==> config.mk <==
export PLATFORM = sky130hd
export DESIGN_NAME = alarm_trigger_flat
export DESIGN_NICKNAME = d
export VERILOG_FILES = /design/src/rtl/alarm_trigger_pkg.sv /design/src/rtl/alarm_trigger_if.sv /design/src/rtl/alarm_trigger_countdown.sv /design/src/rtl/alarm_trigger.sv /design/src/flat_wrapper.sv
export SDC_FILE = /design/constraint.sdc
export NUM_CORES = 1
export LEC_CHECK = 0
export CAP_MARGIN = 20
export CORE_UTILIZATION = 43
export CTS_BUF_LIST = sky130_fd_sc_hd__clkbuf_4
export DETAILED_ROUTE_END_ITERATION = 10
export GPL_TIMING_DRIVEN = 0
export PLACE_DENSITY = 0.78
export SETUP_SLACK_MARGIN = 0.2
export SLEW_MARGIN = 25
export SYNTH_ARGS = -nofsm -noshare
export SYNTH_HDL_FRONTEND = slang
export SYNTH_SLANG_ARGS = --single-unit
export TNS_END_PERCENT = 1
==> constraint.sdc <==
create_clock -name CLK -period 2 [get_ports CLK]
set_clock_uncertainty 0.2 [all_clocks]
set_input_delay 0.3 -clock CLK [delete_from_list [all_inputs] [get_ports CLK]]
set_output_delay 0.3 -clock CLK [all_outputs]
set_load 0.005 [all_outputs]
==> src/rtl/alarm_trigger_pkg.sv <==
// Alarm trigger shared definitions.
// State encoding and time constants.
package alarm_trigger_pkg;

  localparam logic [1:0] ST_IDLE   = 2'd0;
  localparam logic [1:0] ST_ARMED  = 2'd1;
  localparam logic [1:0] ST_RING   = 2'd2;
  localparam logic [1:0] ST_SNOOZE = 2'd3;

  localparam logic [3:0] ALARM_UNSET  = 4'hF;
  localparam int         SECS_PER_MIN = 60;

  typedef enum logic [1:0] {
    IDLE   = ST_IDLE,
    ARMED  = ST_ARMED,
    RING   = ST_RING,
    SNOOZE = ST_SNOOZE
  } state_t;

  function automatic logic digit_unset(
    input logic [3:0] d
  );
    return d == ALARM_UNSET;
  endfunction

endpackage

==> src/rtl/alarm_trigger_if.sv <==
// Alarm trigger bus: time, stored alarm,
// keys in; ring/snooze status and clear out.
interface alarm_trigger_if;

  logic       TICK_1HZ;
  logic [3:0] T_H10;
  logic [3:0] T_H1;
  logic [3:0] T_M10;
  logic [3:0] T_M1;
  logic [3:0] T_S10;
  logic [3:0] T_S1;
  logic [3:0] SA_H10;
  logic [3:0] SA_H1;
  logic [3:0] SA_M10;
  logic [3:0] SA_M1;
  logic       DONE_SET;
  logic       STOP_KEY;
  logic       SNOOZE_KEY;
  logic       RINGING;
  logic       BUZZER;
  logic       SNOOZE_ACTIVE;
  logic [1:0] SNOOZE_CNT;
  logic       DISABLE_TRIGGER;

  modport master (
    output TICK_1HZ,
    output T_H10, T_H1, T_M10, T_M1,
    output T_S10, T_S1,
    output SA_H10, SA_H1, SA_M10, SA_M1,
    output DONE_SET, STOP_KEY, SNOOZE_KEY,
    input  RINGING, BUZZER, SNOOZE_ACTIVE,
    input  SNOOZE_CNT, DISABLE_TRIGGER
  );

  modport slave (
    input  TICK_1HZ,
    input  T_H10, T_H1, T_M10, T_M1,
    input  T_S10, T_S1,
    input  SA_H10, SA_H1, SA_M10, SA_M1,
    input  DONE_SET, STOP_KEY, SNOOZE_KEY,
    output RINGING, BUZZER, SNOOZE_ACTIVE,
    output SNOOZE_CNT, DISABLE_TRIGGER
  );

endinterface

==> src/rtl/alarm_trigger_countdown.sv <==
// Loadable tick-enabled down-counter.
// Expire fires on the tick that drains it.
module alarm_countdown #(
  parameter int W = 8
) (
  input  logic         clk,
  input  logic         rst,
  input  logic         load,
  input  logic [W-1:0] load_val,
  input  logic         en,
  output logic         expire
);

  logic [W-1:0] cnt;

  // Load wins over counting; hold at zero once drained.
  always_ff @(posedge clk) begin
    if (rst) begin
      cnt <= '0;
    end else if (load) begin
      cnt <= load_val;
    end else if (en && cnt != '0) begin
      cnt <= cnt - 1'b1;
    end
  end

  assign expire = en && (cnt == W'(1));

endmodule

==> src/rtl/alarm_trigger.sv <==
// Alarm trigger: rings on time match, handles
// stop, snooze and timeout, clears stored alarm.
module alarm_trigger
  import alarm_trigger_pkg::*;
#(
  parameter int RING_SECONDS   = 60,
  parameter int SNOOZE_MINUTES = 5,
  parameter int MAX_SNOOZE     = 3
) (
  input logic           CLK,
  input logic           RESET,
  alarm_trigger_if.slave bus
);

  localparam logic [7:0] RING_LOAD =
    8'(RING_SECONDS);
  localparam logic [9:0] SNZ_LOAD =
    10'(SNOOZE_MINUTES * SECS_PER_MIN);
  localparam logic [1:0] SNZ_MAX =
    2'(MAX_SNOOZE);

  state_t     state, state_d;
  logic       phase, phase_d;
  logic [1:0] snz_used, snz_used_d;
  logic       dis_d, stop_req;
  logic       alarm_set, match;
  logic       ring_load, ring_en, ring_exp;
  logic       snz_load, snz_en, snz_exp;
  logic       ringing_q, buzzer_q;
  logic       snooze_q, dis_q;

  assign alarm_set = !(digit_unset(bus.SA_H10) ||
                       digit_unset(bus.SA_H1)  ||
                       digit_unset(bus.SA_M10) ||
                       digit_unset(bus.SA_M1));

  assign match = bus.TICK_1HZ &&
                 bus.T_H10 == bus.SA_H10 &&
                 bus.T_H1  == bus.SA_H1  &&
                 bus.T_M10 == bus.SA_M10 &&
                 bus.T_M1  == bus.SA_M1  &&
                 bus.T_S10 == 4'd0 &&
                 bus.T_S1  == 4'd0;

  assign ring_load = state_d == RING &&
                     state != RING;
  assign snz_load  = state_d == SNOOZE &&
                     state != SNOOZE;
  assign ring_en   = bus.TICK_1HZ &&
                     state == RING;
  assign snz_en    = bus.TICK_1HZ &&
                     state == SNOOZE;

  alarm_countdown #(.W(8)) u_ring (
    .clk      (CLK),
    .rst      (RESET),
    .load     (ring_load),
    .load_val (RING_LOAD),
    .en       (ring_en),
    .expire   (ring_exp)
  );

  alarm_countdown #(.W(10)) u_snz (
    .clk      (CLK),
    .rst      (RESET),
    .load     (snz_load),
    .load_val (SNZ_LOAD),
    .en       (snz_en),
    .expire   (snz_exp)
  );

  // Next state; external clear beats keys, stop beats snooze.
  always_comb begin
    state_d    = state;
    snz_used_d = snz_used;
    dis_d      = 1'b0;
    stop_req   = 1'b0;
    unique case (state)
      IDLE: begin
        if (bus.DONE_SET && alarm_set)
          state_d = ARMED;
      end
      ARMED: begin
        if (!bus.DONE_SET)
          state_d = IDLE;
        else if (match)
          state_d = RING;
      end
      RING: begin
        stop_req = bus.STOP_KEY || ring_exp ||
                   (bus.SNOOZE_KEY &&
                    snz_used == SNZ_MAX);
        if (!bus.DONE_SET) begin
          state_d = IDLE;
        end else if (stop_req) begin
          state_d = IDLE;
          dis_d   = 1'b1;
        end else if (bus.SNOOZE_KEY) begin
          state_d    = SNOOZE;
          snz_used_d = snz_used + 2'd1;
        end
      end
      SNOOZE: begin
        if (!bus.DONE_SET) begin
          state_d = IDLE;
        end else if (bus.STOP_KEY) begin
          state_d = IDLE;
          dis_d   = 1'b1;
        end else if (snz_exp) begin
          state_d = RING;
        end
      end
      default: state_d = IDLE;
    endcase
    if (state_d == IDLE)
      snz_used_d = '0;
  end

  // Buzzer phase starts on at ring entry, flips per tick.
  always_comb begin
    phase_d = phase;
    if (ring_load)
      phase_d = 1'b1;
    else if (ring_en)
      phase_d = ~phase;
  end

  // State, snooze count and registered outputs.
  always_ff @(posedge CLK) begin
    if (RESET) begin
      state     <= IDLE;
      snz_used  <= '0;
      phase     <= 1'b0;
      ringing_q <= 1'b0;
      buzzer_q  <= 1'b0;
      snooze_q  <= 1'b0;
      dis_q     <= 1'b0;
    end else begin
      state     <= state_d;
      snz_used  <= snz_used_d;
      phase     <= phase_d;
      ringing_q <= state_d == RING;
      buzzer_q  <= state_d == RING && phase_d;
      snooze_q  <= state_d == SNOOZE;
      dis_q     <= dis_d;
    end
  end

  assign bus.RINGING         = ringing_q;
  assign bus.BUZZER          = buzzer_q;
  assign bus.SNOOZE_ACTIVE   = snooze_q;
  assign bus.SNOOZE_CNT      = snz_used;
  assign bus.DISABLE_TRIGGER = dis_q;

endmodule
==> src/flat_wrapper.sv <==
// flat-port wrapper written by rule: the top's interface ports become plain ports
module alarm_trigger_flat import alarm_trigger_pkg::*;
#(
  parameter int RING_SECONDS   = 60,
  parameter int SNOOZE_MINUTES = 5,
  parameter int MAX_SNOOZE     = 3
)
  (CLK, RESET, bus_TICK_1HZ, bus_T_H10, bus_T_H1, bus_T_M10, bus_T_M1, bus_T_S10, bus_T_S1, bus_SA_H10, bus_SA_H1, bus_SA_M10, bus_SA_M1, bus_DONE_SET, bus_STOP_KEY, bus_SNOOZE_KEY, bus_RINGING, bus_BUZZER, bus_SNOOZE_ACTIVE, bus_SNOOZE_CNT, bus_DISABLE_TRIGGER);
  alarm_trigger_if bus_i ();
  input logic CLK;
  input logic RESET;
  input wire logic [$bits(bus_i.TICK_1HZ)-1:0] bus_TICK_1HZ;
  input wire logic [$bits(bus_i.T_H10)-1:0] bus_T_H10;
  input wire logic [$bits(bus_i.T_H1)-1:0] bus_T_H1;
  input wire logic [$bits(bus_i.T_M10)-1:0] bus_T_M10;
  input wire logic [$bits(bus_i.T_M1)-1:0] bus_T_M1;
  input wire logic [$bits(bus_i.T_S10)-1:0] bus_T_S10;
  input wire logic [$bits(bus_i.T_S1)-1:0] bus_T_S1;
  input wire logic [$bits(bus_i.SA_H10)-1:0] bus_SA_H10;
  input wire logic [$bits(bus_i.SA_H1)-1:0] bus_SA_H1;
  input wire logic [$bits(bus_i.SA_M10)-1:0] bus_SA_M10;
  input wire logic [$bits(bus_i.SA_M1)-1:0] bus_SA_M1;
  input wire logic [$bits(bus_i.DONE_SET)-1:0] bus_DONE_SET;
  input wire logic [$bits(bus_i.STOP_KEY)-1:0] bus_STOP_KEY;
  input wire logic [$bits(bus_i.SNOOZE_KEY)-1:0] bus_SNOOZE_KEY;
  output wire logic [$bits(bus_i.RINGING)-1:0] bus_RINGING;
  output wire logic [$bits(bus_i.BUZZER)-1:0] bus_BUZZER;
  output wire logic [$bits(bus_i.SNOOZE_ACTIVE)-1:0] bus_SNOOZE_ACTIVE;
  output wire logic [$bits(bus_i.SNOOZE_CNT)-1:0] bus_SNOOZE_CNT;
  output wire logic [$bits(bus_i.DISABLE_TRIGGER)-1:0] bus_DISABLE_TRIGGER;
  assign bus_i.TICK_1HZ = bus_TICK_1HZ;
  assign bus_i.T_H10 = bus_T_H10;
  assign bus_i.T_H1 = bus_T_H1;
  assign bus_i.T_M10 = bus_T_M10;
  assign bus_i.T_M1 = bus_T_M1;
  assign bus_i.T_S10 = bus_T_S10;
  assign bus_i.T_S1 = bus_T_S1;
  assign bus_i.SA_H10 = bus_SA_H10;
  assign bus_i.SA_H1 = bus_SA_H1;
  assign bus_i.SA_M10 = bus_SA_M10;
  assign bus_i.SA_M1 = bus_SA_M1;
  assign bus_i.DONE_SET = bus_DONE_SET;
  assign bus_i.STOP_KEY = bus_STOP_KEY;
  assign bus_i.SNOOZE_KEY = bus_SNOOZE_KEY;
  assign bus_RINGING = bus_i.RINGING;
  assign bus_BUZZER = bus_i.BUZZER;
  assign bus_SNOOZE_ACTIVE = bus_i.SNOOZE_ACTIVE;
  assign bus_SNOOZE_CNT = bus_i.SNOOZE_CNT;
  assign bus_DISABLE_TRIGGER = bus_i.DISABLE_TRIGGER;
  alarm_trigger #(.RING_SECONDS(RING_SECONDS), .SNOOZE_MINUTES(SNOOZE_MINUTES), .MAX_SNOOZE(MAX_SNOOZE)) u_core (.CLK(CLK), .RESET(RESET), .bus(bus_i));
endmodule
### After elaboration in Yosys (flattened, before gate mapping)

Index checks and enable logic that the tools add are counted.

* word-level logic and storage cells: 90
* register bits after elaboration: 27
* output and inout bits: 6
* input port bits: 46

* reductions and logical operators: 35
* equal/unequal tests: 18
* bitwise logic cells: 2
* mux-type cells: 21
* add/subtract/negate cells: 3

Operator list (number)
* $mux 2: 9
* $mux 9: 2
* $logic_and 1x1->1: 17
* $eq 4x4->1: 4
* $eq 4x4->1 const B: 4
* $mux 6: 2
* $eq 10x1->1 const B: 1
* $eq 2x2->1 const B: 5
* $reduce_bool 10->1: 1
* $sub 10x1->10 const B: 1
* $eq 8x1->1 const B: 1
* $logic_not 4->1: 2
* $pmux 2 s4: 1
* $reduce_bool 8->1: 1
* $sub 8x1->8 const B: 1
* $mux 1: 6
* $reduce_or 2->1: 3
* $logic_or 1x1->1: 5
* $logic_not 2->1: 2
* $ne 2x2->1 const B: 2
* $reduce_and 4->1: 1
* $reduce_bool 2->1: 2
* $add 2x1->2 const B: 1
* $eq 2x1->1 const B: 1
* other kinds (3): 4

### Logic depth before layout (Yosys ltp)

Gate-level depths: netlist (run 1).

* word-level depth: 14
* gate-level depth with buffers: 7
* depth with buffers taken out: 7

### Modules after synthesis

Synthesis (run 1) repeated with hierarchy kept, for this count alone.

* cells, all modules: 229
* area total of the unflattened synthesis: 1870.5 um^2

By module, submodules not included
* alarm_trigger: times used 1, area an instance 709.4 um^2, cells an instance 91, seq. area each 180.2 um^2
* alarm_countdown at u_core.u_snz: times used 1, area an instance 648.1 um^2, cells an instance 75, seq. area each 200.2 um^2
* alarm_countdown at u_core.u_ring: times used 1, area an instance 513.0 um^2, cells an instance 63, seq. area each 160.2 um^2

### Least setup slack after synthesis (run 1)

OpenSTA, ideal clock, no wires.

* path type: register to register
* from: register u_core.u_ring.cnt[0]
* to: register u_core.ringing_q, in the netlist u_core.bus.RINGING
* clock period less this slack: 2.238 ns
* path slack: -0.238 ns
* path buffers: 0
* required time: 1.727 ns
* data arrival time: 1.965 ns
* library setup time: 0.073 ns
* cell stages (with the launch flop): 7
* cells stage by stage: dfxtp_1 > ha_1 > or4b_1 > or3_4 > and2_4 > a311oi_4 > nor3b_2

* cells in the longest elaborated chain, start to end: 8

RTL lines
* start: declaration: RTL line alarm_trigger_countdown.sv:14 `logic [W-1:0] cnt;`
* start signal: assignment: RTL line alarm_trigger_countdown.sv:21 `cnt <= load_val;`
* start signal: assignment: RTL line alarm_trigger_countdown.sv:23 `cnt <= cnt - 1'b1;`
* $eq 8x1->1: RTL line alarm_trigger_countdown.sv:27 `assign expire = en && (cnt == W'(1));`
* $logic_and 1x1->1: RTL line alarm_trigger_countdown.sv:27
* $logic_or 1x1->1 (2 in series): RTL line alarm_trigger.sv:90 `stop_req = bus.STOP_KEY || ring_exp ||`
* $mux 2: RTL line alarm_trigger.sv:95 `end else if (stop_req) begin`
* $mux 2: RTL line alarm_trigger.sv:93 `if (!bus.DONE_SET) begin`
* $pmux 2 s4: RTL line alarm_trigger.sv:78 `unique case (state)`
* $eq 2x2->1: RTL line alarm_trigger.sv:142 `ringing_q <= state_d == RING;`
* end signal: assignment: RTL line alarm_trigger.sv:134 `ringing_q <= 1'b0;`
* end signal: assignment: RTL line alarm_trigger.sv:142
* end: declaration: RTL line alarm_trigger.sv:29 `logic ringing_q, buzzer_q;`

Every way passes these cells.
A chain may end at the register's enable or synchronous reset.

### Worst setup path in the final report (run 1)

* from: register u_core.u_ring.cnt[1]
* to: register u_core.ringing_q, in the netlist u_core.bus.RINGING

Same word-level chain as after synthesis.

==> impl_metrics.env, run 1 <==
export IMPL_grt_max_degree=16
export IMPL_postPlaceCellArea_mm2=0.00224
export IMPL_syn_nets=250
export IMPL_critPathMaxFanout=6
export IMPL_ys_types=39
export IMPL_first_iter_violations=69
export IMPL_tightest_slew_ps=476
export IMPL_clkTransAtPathRegs_ps=140
export IMPL_finalCriticalPeriod_ps=2370
export IMPL_required_ps=2060
export IMPL_cts_hold_fix_buffers=0
export IMPL_drt_pass1_iter_count=4
export IMPL_max_slew_margin_pct=68.3
export IMPL_nets=305
export IMPL_synth_area_mm2=0.00168
export IMPL_viasPerCell=5.49
export IMPL_area_growth_pct=38.3
export IMPL_regArea_um2=543
export IMPL_synthArstFlopShare_pct=0
export IMPL_timing_final_crit_share_pct=118
export IMPL_cts_tree="yes"
export IMPL_syn_avg_cell_area_um2=8.52
export IMPL_hold_viol=0
export IMPL_final_common_cell="clkdlybuf4s50_1"
export IMPL_violations="setup timing"
export IMPL_power_density_mw_per_mm2=412
export IMPL_die_height_um=64.5
export IMPL_dieWidth_um=64.5
export IMPL_multiInputGateArea_mm2=0.00115
export IMPL_dp_hpwl_mm=3.22
export IMPL_row_count=22
export IMPL_cts_setup_buffers=0
export IMPL_status="complete, but fails checks"
export IMPL_cts_max_path_buffers=2
export IMPL_fin_setup_tns_ps=-2910
export IMPL_wl_mm=4.07
export IMPL_ys_ff_latch=27
export IMPL_whs_ps=215
export IMPL_hold_class="input pin to flip-flop"
export IMPL_ys_seq_area_share_pct=32.2
export IMPL_initial_core_util_pct=45.5
export IMPL_end_kind="flip-flop"
export IMPL_synthCells=197
export IMPL_clk_latency_ps=330
export IMPL_vias=1643
export IMPL_fmax_mhz=422
export IMPL_antenna_found_initial=0
export IMPL_grt_use_total_pct=21.8
export IMPL_vdd_drop_max_uv=319
export IMPL_final_area_mm2=0.00232
export IMPL_grt_pass1_wl_mm=7.14
export IMPL_critPathLaunchType="flip-flop"
export IMPL_wl_per_cell_um=13.6
export IMPL_dieArea_mm2=0.00416
export IMPL_fin_ws_ps=-369
export IMPL_cts_made_buffers=3
export IMPL_cts_root_buffer="clkbuf_4"
export IMPL_arrival_ps=2430
export IMPL_htreeDepth=1
export IMPL_slew_violations=0
export IMPL_synth_edff_count=0
export IMPL_drc_errors=0
export IMPL_layout_common_cells="clkdlybuf4s50_1 (50), dfxtp_1 (25), xor2_1 (23)"
export IMPL_first_global_vias=1646
export IMPL_port_buffers=50
export IMPL_grt_ovfl_total=0
export IMPL_rsz0062_at_grt="yes"
export IMPL_fillers=322
export IMPL_io_pins=52
export IMPL_core_mm2=0.00369
export IMPL_dpl_worst_slack_ps=-726
export IMPL_leakagePower_nw=0.828
export IMPL_crit_type="flip-flop to flip-flop"
export IMPL_ys_warn_count=0
export IMPL_yosys_most_used_dff="dfxtp_1"
export IMPL_n_antenna_cell=0
export IMPL_clock_sinks=27
export IMPL_final_setup_viol_count=18
export IMPL_drive_gt1_share_pct=8.37
export IMPL_drv_cap=0
export IMPL_drtAntennaViolNets=0
export IMPL_gp_congestion=0.828
-- synth_stat cells, types with 3 or more instances --
master | count | area (µm²)
xor2_1 | 23 | 201
ha_1 | 7 | 87.6
nand4_1 | 9 | 56.3
nor4b_1 | 5 | 43.8
inv_1 | 7 | 26.3
a211oi_1 | 4 | 30.0
a21oi_1 | 13 | 65.1
nor4_1 | 8 | 50.1
nand3b_1 | 6 | 45.0
nor3_1 | 10 | 50.1
dfxtp_1 | 27 | 541
xnor2_1 | 9 | 78.8
nand3_1 | 9 | 45.0
nor2_1 | 21 | 78.8
o21ai_0 | 3 | 15.0
nand2_1 | 7 | 26.3
-- state kept, by name (all words and copies together) (netlist names) --
name / cells
u_core.bus.BUZZER: 1
u_core.phase: 1
u_core.bus.SNOOZE_CNT: 2
u_core.state: 2
u_core.bus.DISABLE_TRIGGER: 1
u_core.u_snz.cnt: 10
u_core.u_ring.cnt: 8
u_core.bus.RINGING: 1
u_core.bus.SNOOZE_ACTIVE: 1
-- layer usage --
metal / vias up / routed length [µm] / GRT usage [%]
met4: 0 / 31 / 4.72
met2: 61 / 1960 / 36.4
met1: 752 / 1830 / 28.4
li1: 825 / - / -
met3: 5 / 246 / 4.93
met5: - / 0 / 0
-- metrics by stage --
step | power, mW | std cells | utilization (%)
2_1_floorplan | 0.615 | 197 | -
3_3_place_gp | 0.725 | 295 | 60.7
3_5_place_dp | 0.728 | 295 | 60.7
4_1_cts | 0.961 | 299 | 62.1
5_1_grt | 1.00 | 299 | 62.9
6_report | 0.957 | 299 | 62.9
-- layout make-up --
class	count	share of cell area, %
repair buffers	50	21.6
multi-input cells	159	49.5
plain buffers	4	0.647
inverters	7	1.13
flip-flops and latches	27	23.4
clock buffers	3	0.971
well taps	48	2.59
clock inverters	1	0.216
-- where the power goes --
group          switching, mW  total [mW]  leakage [nW]  internal [mW]
logic                 0.0701       0.180         0.592          0.109
registers            0.00192       0.542         0.219          0.540
clock network          0.161       0.236        0.0177         0.0751
total                  0.233       0.957         0.828          0.724
-- cell families after synthesis --
kind of cell / share of synthesized area (%)
and+or+nand+nor: 30.8
muxes: 0.597
AOI/OAI and AO/OA: 12.0
buffers and inverters: 2.46
DFF: 32.2
adders and majority gates: 5.22
xor gates and xnor gates: 16.7
-- final timing paths --
| check | start | endpoint | slack, ps | cells after the start |
|---|---|---|---|---|
| worst max register to register | u_core.u_ring.cnt[1]$_SDFFE_PP0P_ | u_core.bus.RINGING$_SDFF_PP0_ | -370 | 7 |
| worst min register to register | u_core.u_snz.cnt[1]$_SDFFE_PP0P_ | u_core.u_snz.cnt[1]$_SDFFE_PP0P_ | 330 | 2 |
| worst min-delay path | RESET | u_core.bus.SNOOZE_CNT[0]$_SDFFE_PP0P_ | 220 | 2 |
| worst max-delay path | u_core.u_ring.cnt[1]$_SDFFE_PP0P_ | u_core.bus.RINGING$_SDFF_PP0_ | -370 | 7 |
-- critical path, stage by stage, from the launching register on --
cell,delay (ps)
dfxtp_2,360
inv_2,60
ha_1,120
or4b_1,430
or3_4,370
and2_4,180
a311oi_4,340
nor3b_2,230
-- what timing repair did --
action | CTS | global route
endpoints found under the setup margin | 27 | 28
pin swaps | 0 | 4
endpoints found under the hold margin | 0 | 0
resized for setup | 6 | 5
(Power assumes the default switching activity.)
==> run 2, diff against run 1 <==
CORE_UTILIZATION = 48   (was 43)
MAX_ROUTING_LAYER = met4   (was unset)
PLACE_DENSITY = 0.82   (was 0.78)
TNS_END_PERCENT = unset   (was 1)
clock period = 2.2 ns   (was 2 ns; I/O delays follow)
==> impl_metrics.env, run 2 (synthesis gave the netlist of run 1 again) <==
export IMPL_fin_setup_tns_ps=-965
export IMPL_drt_pass1_iter_count=4
export IMPL_critPathLaunchType="flip-flop"
export IMPL_tightest_slew_ps=498
export IMPL_row_count=21
export IMPL_finalCriticalPeriod_ps=2420
export IMPL_p_sw_share_pct=24.9
export IMPL_n_antenna_cell=0
export IMPL_final_setup_viol_count=12
export IMPL_clk_latency_ps=340
export IMPL_initial_core_util_pct=50.3
export IMPL_drv_cap=0
export IMPL_grt_pass1_wl_mm=6.55
export IMPL_r2r_worst_path_cells=8
export IMPL_clock_sinks=27
export IMPL_critPathMaxFanout=2
export IMPL_final_core_util_pct=76.2
export IMPL_port_buffers=50
export IMPL_gp_congestion=0.912
export IMPL_cts_hold_fix_buffers=0
export IMPL_viasPerCell=5.90
export IMPL_io_pins=52
export IMPL_first_global_vias=1506
export IMPL_pwr_share_clk_pct=26.4
export IMPL_sequentialPowerShare_pct=54.9
export IMPL_leakagePower_nw=0.917
export IMPL_core_mm2=0.00334
export IMPL_dp_cells=293
export IMPL_layout_common_cells="clkdlybuf4s50_1 (48), dfxtp_1 (25), xor2_1 (23)"
export IMPL_power_density_mw_per_mm2=353
export IMPL_final_common_cell="clkdlybuf4s50_1"
export IMPL_arrival_ps=2450
export IMPL_wl_per_cell_um=15.8
export IMPL_dieWidth_um=61.1
export IMPL_fin_ws_ps=-220
export IMPL_cts_max_path_buffers=2
export IMPL_wl_mm=4.89
export IMPL_vdd_drop_max_uv=192
export IMPL_largest_register="u_core.u_snz.cnt"
export IMPL_holdPathStages=2
export IMPL_largestRegisters="u_core.u_snz.cnt x10, u_core.u_ring.cnt x8"
export IMPL_grt_max_degree=15
export IMPL_violations="setup timing"
export IMPL_finalPower_uw=896
export IMPL_end_kind="flip-flop"
export IMPL_cts_root_buffer="clkbuf_4"
export IMPL_drc_errors=0
export IMPL_drive_gt1_share_pct=17.9
export IMPL_vias=1824
export IMPL_drtAntennaViolNets=0
export IMPL_area_growth_pct=51.5
export IMPL_dp_hpwl_mm=3.10
export IMPL_cts_tree="yes"
export IMPL_first_iter_violations=142
export IMPL_fmax_mhz=413
export IMPL_die_height_um=61.1
export IMPL_combPwrFrac_pct=18.8
export IMPL_stdcell_count=309
export IMPL_hold_viol=0
export IMPL_rsz0062_at_grt="yes"
export IMPL_hold_class="input pin to flip-flop"
export IMPL_grt_use_total_pct=24.3
export IMPL_required_ps=2230
export IMPL_htreeDepth=1
export IMPL_antenna_found_initial=0
export IMPL_timing_final_crit_share_pct=110
export IMPL_dieArea_mm2=0.00374
export IMPL_largest_reg_flops=10
export IMPL_nets=317
export IMPL_clkTransAtPathRegs_ps=140
export IMPL_max_slew_margin_pct=66.8
export IMPL_grt_ovfl_total=0
export IMPL_intPower_uw=673
export IMPL_crit_type="flip-flop to flip-flop"
export IMPL_p_sw_uw=223
export IMPL_slew_violations=0
export IMPL_cts_made_buffers=3
export IMPL_whs_ps=246
export IMPL_status="complete, but fails checks"
## run 2: worst max-delay path: stages, from the launching register on
cell	delay, ps
dfxtp_2	350
inv_2	70
ha_4	120
or4b_4	450
or3_4	360
and2_4	160
buf_4	140
mux2i_1	130
a311oi_1	320
## run 2: layout make-up
cell class / count / area [µm²]
Buffer: 4 / 16.3
Sequential cell: 27 / 546
Multi-Input combinational cell: 159 / 1270
Inverter: 7 / 26.3
Timing Repair Buffer: 62 / 599
Fill cell: 252 / 795
Clock buffer: 4 / 30.0
Tap cell: 46 / 57.6
## run 2: final timing paths
path                                                               to  slack [ps]                               from
worst max-delay path            u_core.bus.SNOOZE_CNT[1]$_SDFFE_PP0P_        -220  u_core.u_ring.cnt[1]$_SDFFE_PP0P_
worst min-delay path            u_core.bus.SNOOZE_CNT[0]$_SDFFE_PP0P_         250                              RESET
worst max register to register  u_core.bus.SNOOZE_CNT[1]$_SDFFE_PP0P_        -220  u_core.u_ring.cnt[1]$_SDFFE_PP0P_
worst min register to register       u_core.u_snz.cnt[1]$_SDFFE_PP0P_         360   u_core.u_snz.cnt[1]$_SDFFE_PP0P_
## run 2: per-stage QoR
stage          instance area (µm²)  worst slack, ps
6_report                      2540             -220
5_1_grt                       2540             -267
4_1_cts                       2390            -56.0
3_5_place_dp                  2240             -512
3_3_place_gp                  2240             -511
2_1_floorplan                 1680             50.7
## run 2: timing repair
action	CTS	global route
pin swaps	6	14
endpoints found under the setup margin	27	27
setup buffers	6	6
hold endpoints to repair	0	0
gates resized for setup	17	24
## run 2: layer usage
| layer | track usage, % | share of wire [%] |
|---|---|---|
| met3 | 2.52 | 6.3 |
| met5 | - | 0 |
| met4 | 4.55 | 2.0 |
| met2 | 42.5 | 52 |
| met1 | 30.4 | 40 |
## run 2: power groups by stage
stage | clock [mW] | sequential (mW) | combinational (mW)
after detailed placement | 0 | 0.503 | 0.158
after CTS | 0.230 | 0.491 | 0.158
final | 0.236 | 0.492 | 0.168
after global placement | 0 | 0.503 | 0.155
after floorplan | 0 | 0.502 | 0.0563
after global routing | 0.256 | 0.492 | 0.180
